<file path="src/rtl/line_monitor.sv">
`default_nettype none
// -----------------------------------------------------------------------------
// line_monitor : synchronizes an async line and logs timestamped transitions
// Rev 1.0
// -----------------------------------------------------------------------------
module line_monitor #(
  parameter int TS_W  = 16,
  parameter int DEPTH = 4
) (
  input  logic            clk,
  input  logic            rst_n,
  input  logic            A,
  input  logic            en,
  input  logic            clr,
  input  logic            rd,
  output logic            valid,
  output logic            level,
  output logic [TS_W-1:0] stamp,
  output logic [7:0]      count,
  output logic            full,
  output logic            overflow
);

  localparam int          AW       = (DEPTH > 1) ? $clog2(DEPTH) : 1;
  localparam logic [AW:0] FULL_OCC = (AW+1)'(DEPTH);

  logic            s0;
  logic            s1;
  logic            last;
  logic [TS_W-1:0] ts;
  logic [TS_W:0]   mem [DEPTH];
  logic [AW-1:0]   wptr;
  logic [AW-1:0]   rptr;
  logic [AW:0]     occ;
  logic            line_edge;
  logic            push;
  logic            pop;
  logic            accept;
  logic            drop;

  assign line_edge = s1 ^ last;
  assign push      = line_edge & en;
  assign valid     = (occ != '0);
  assign full      = (occ == FULL_OCC);
  assign pop       = rd & valid;
  // A full FIFO still accepts when the head leaves on the same edge
  assign accept    = push & (~full | pop);
  assign drop      = push & full & ~pop;

  assign {level, stamp} = mem[rptr];

  always_ff @(posedge clk or negedge rst_n) begin
    if (!rst_n) begin
      s0   <= 1'b0;
      s1   <= 1'b0;
      last <= 1'b0;
    end else begin
      s0   <= A;
      s1   <= s0;
      last <= s1;
    end
  end

  always_ff @(posedge clk or negedge rst_n) begin
    if (!rst_n) begin
      ts <= '0;
    end else if (clr) begin
      ts <= '0;
    end else if (en) begin
      ts <= ts + 1'b1;
    end
  end

  always_ff @(posedge clk or negedge rst_n) begin
    if (!rst_n) begin
      wptr     <= '0;
      rptr     <= '0;
      occ      <= '0;
      count    <= 8'd0;
      overflow <= 1'b0;
    end else if (clr) begin
      wptr     <= '0;
      rptr     <= '0;
      occ      <= '0;
      count    <= 8'd0;
      overflow <= 1'b0;
    end else begin
      if (accept) wptr <= wptr + 1'b1;
      if (pop)    rptr <= rptr + 1'b1;
      case ({accept, pop})
        2'b10:   occ <= occ + 1'b1;
        2'b01:   occ <= occ - 1'b1;
        default: occ <= occ;
      endcase
      if (push && (count != 8'hFF)) count <= count + 8'd1;
      if (drop) overflow <= 1'b1;
    end
  end

  // Storage needs no reset: contents are only visible through valid
  always_ff @(posedge clk) begin
    if (accept) mem[wptr] <= {s1, ts};
  end

endmodule
`default_nettype wire

</file>
<file path="config.mk">
export PLATFORM = sky130hd
export DESIGN_NAME = line_monitor
export DESIGN_NICKNAME = d
export VERILOG_FILES = /design/src/rtl/line_monitor.sv
export SDC_FILE = /design/constraint.sdc
export NUM_CORES = 1
export LEC_CHECK = 0
export ABC_CLOCK_PERIOD_IN_PS = 2800
export CORE_MARGIN = 1.5
export CORE_UTILIZATION = 47
export CTS_CLUSTER_DIAMETER = 150
export DETAILED_ROUTE_END_ITERATION = 8
export DONT_BUFFER_PORTS = 1
export HOLD_SLACK_MARGIN = 0.05
export PLACE_DENSITY = 0.73
export RECOVER_POWER = 50
export SYNTH_ARGS = -nofsm -noshare
export SYNTH_HDL_FRONTEND = slang
export SYNTH_SLANG_ARGS = --single-unit
</file>
<file path="constraint.sdc">
create_clock -name clk -period 2.8 [get_ports clk]
set_input_delay 0 -clock clk [delete_from_list [all_inputs] [get_ports clk]]
set_output_delay 0 -clock clk [all_outputs]
set_load 0.01 [all_outputs]
</file>
==> results.yml <==
status:
  run_status: "complete, but fails checks"
  violations: "max-capacitance violations, max-slew violations"
hold_path:
  min-delay-start: "rd"
  hp-class: "in2reg"
  holdPathEnd: "occ[1]"
  holdPathStages: 3
route:
  postRouteAntennaNets: 0
  wirelength_um: 7652
  firstDrtPassIters: 4
  route.met3.wl_um: 331
  via_count: 2359
  wl_met2_um: 3889
  routed_via_density: 5.754
  drc: 0
  wl_per_cell_um: 18.66
  wl_met1_um: 3307
  top_layer_used: "met4"
  drtIter0Drc: 128
timing:
  final-hold-violation-count: 0
  finalSetupViolCount: 0
  worst_slack_ps: 311.9
  fin_worst_skew_ps: 10.11
  fmax_ghz: 0.4019
  finalCriticalPeriod_ps: 2488
  post-route-period-util: 0.8886
  setup_tns_ps: 0
  slew_headroom: -0.3329
  worst_pin_slew_ps: 1999
  slew_violations: 36
  rsz0062_at_grt: "no"
place:
  gp_congestion: 0.7030
  io_buffers: 0
  pre_cts_ws_ps: 364.0
  dp.final_hpwl_um: 4708
clock_tree:
  clock_latency_ps: 370
  clock-sinks: 103
  htreeDepth: 3
  clk_pin_slew_ps: 90
  clockRootBuffer: "clkbuf_8"
  cts_tree: "done"
  clockBufferDepth: 2
  cts_buffers: 9
power_and_ir_drop:
  powerDensity_mw_per_mm2: 599.6
  power_mw: 2.857
  ir_drop_v: 0.0002706
  leakage_nw: 1.730
layout:
  n_antenna_cell: 0
  drive_gt1_frac: 0.1806
  nets: 307
  syn2layout_area_growth_pct: 8.583
synthesis:
  syn_area_mm2: 0.004388
  yosysWarningCount: 0
  synth.net_count: 295
  synth-edff-count: 68
  synth_common_cells: "edfxtp_1 (68), dfrtp_1 (35), nor2_1 (25)"
  ys_seq_elements: 103
  synth_top_cell_by_area: "edfxtp_1"
  async_reset_ff_frac: 0.3398
  syn_inst: 282
  yosysSeqAreaShare: 0.6650
  ys.flop_type: "edfxtp_1"
  syn_avg_cell_area_um2: 15.56
  netlist_top_cells_area: "edfxtp_1 (47%), dfrtp_1 (20%), mux4_2 (8.7%)"
  synth.distinct_cells: 47
  yosysMostFrequentCell: "edfxtp_1"
  synth_top_area_frac: 0.4654
floorplanning:
  die_x_um: 99.63
  dieArea_mm2: 0.009925
  initial_core_util: 0.4794
  die_height_um: 99.63
  num_rows: 35
  io_pins: 34
  core-area_mm2: 0.009153
worst_setup_path:
  r2r_start: "s1"
  worstPathArrival_ps: 2780
  critPathKind: "reg2reg"
  reg2reg_to: "occ[2]"
  cp-start-kind: "flop"
  rrSetupSlack_ps: 310
  required_ps: 3090
  crit_fanout: 7
  crit_slowest_cell: "dfrtp_1"
  path_cells: "xor2_1 -> a21boi_1 -> fa_1 -> or3b_2 -> o21ai_0 -> nand2_1 -> a31oi_1"
  end_kind: "flop"
  slowest_delay_ps: 490
  rr_worst_depth: 7
global_routing:
  grt_pass1_wl_um: 12550
  grt_pass1_vias: 2365
  grt_max_degree: 36
  overflow: 0
  antenna_found_initial: 0
  track_usage: 0.1679
run:
  cap_violations: 1
-- logic make-up after synthesis --
| kind of cell | count (synthesis) | share of synthesized area |
|---|---|---|
| DFF | 103 | 0.6650 |
| adders and majority gates | 7 | 0.02167 |
| AOI/OAI and AO/OA | 28 | 0.04249 |
| buffers and inverters | 19 | 0.02338 |
| and+or+nand+nor | 84 | 0.1086 |
| muxes | 22 | 0.09923 |
| xor gates and xnor gates | 19 | 0.03964 |
-- critical path: cells and delay by family, from the launching register on --
| family | cells | cell delay, ps |
|---|---|---|
| AND/OR/NAND/NOR | 2 | 570 |
| XOR/XNOR | 1 | 410 |
| adder cells (fa/ha/maj) | 1 | 470 |
| flip-flops | 1 | 490 |
| AO/OA/AOI/OAI | 3 | 480 |
-- final cells by class --
type	instances	area, um2
Multi-Input combinational cell	160	1368
Timing Repair Buffer	16	143.9
Sequential cell	103	2918
Inverter	4	15.01
Fill cell	764	4388
Clock buffer	10	127.6
Clock inverter	6	53.80
Tap cell	111	138.9
-- sequential cells by signal, indices dropped and copies added, names as in the netlist, 2 cells and up --
name and flops:
mem 68, ts 16, count 8, occ 3
rptr 2, wptr 2
-- how the worst max path moves through the flow --
stage | startpoint | to | slack (ps) | depth (start not counted)
after detailed placement | s1 | occ[2] | 360 | 7
final | s1 | occ[2] | 310 | 7
after CTS | s1 | occ[2] | 330 | 7
after global routing | s1 | occ[2] | 130 | 7
after floorplan | occ[0] | occ[2] | 490 | 8
after global placement | occ[0] | occ[2] | 490 | 7
-- timing repair --
item,4_1_cts,5_1_grt
resized for setup,0,0
endpoints found under the hold margin,68,0
hold buffers,8,0
buffers inserted,0,0
-- cell usage in the layout (no fill, tap or decap), types with 2 or more instances in the layout --
cell           count
and3_1             3
nor4_1             2
nor3_4             2
inv_6              2
a21oi_1            9
inv_1              4
nor3_1             3
ha_1               6
xor2_1            13
mux4_2            17
clkbuf_8           9
dfrtp_1           35
nor2_1            25
nand3_1            9
clkbuf_1           2
and2_1             6
o21ai_0            7
mux2_2             2
o31a_1             2
or3_1              5
buf_4              8
nor2b_1            2
and4_1             3
edfxtp_1          68
nand4_1           10
xnor2_1            5
dlygate4sd3_1      6
mux2i_1            3
clkinv_4           2
nand2_1            8
-- per-stage QoR --
stage          utilization  area, um2  hold WS, ps  cells
2_1_floorplan            -       4388       -295.6    282
3_3_place_gp        0.4916       4499       -294.6    386
3_5_place_dp        0.4916       4499       -294.5    386
4_1_cts             0.5224       4781        66.07    410
5_1_grt             0.5206       4765        97.22    410
6_report            0.5206       4765        66.26    410
-- per-layer routing --
layer  track usage  up-vias
li1              -     1093
met2        0.2808       46
met1        0.2096     1209
met5             0        -
met4       0.05850        0
met3       0.04989       11
-- power breakdown --
group          switching, mW  internal (mW)  leakage, nW
registers             0.0472           1.66         1.12
logic                  0.160          0.131        0.517
clock network          0.515          0.339       0.0894
total                  0.722           2.13         1.73
Note: power is estimated with default switching activity, not from simulation.
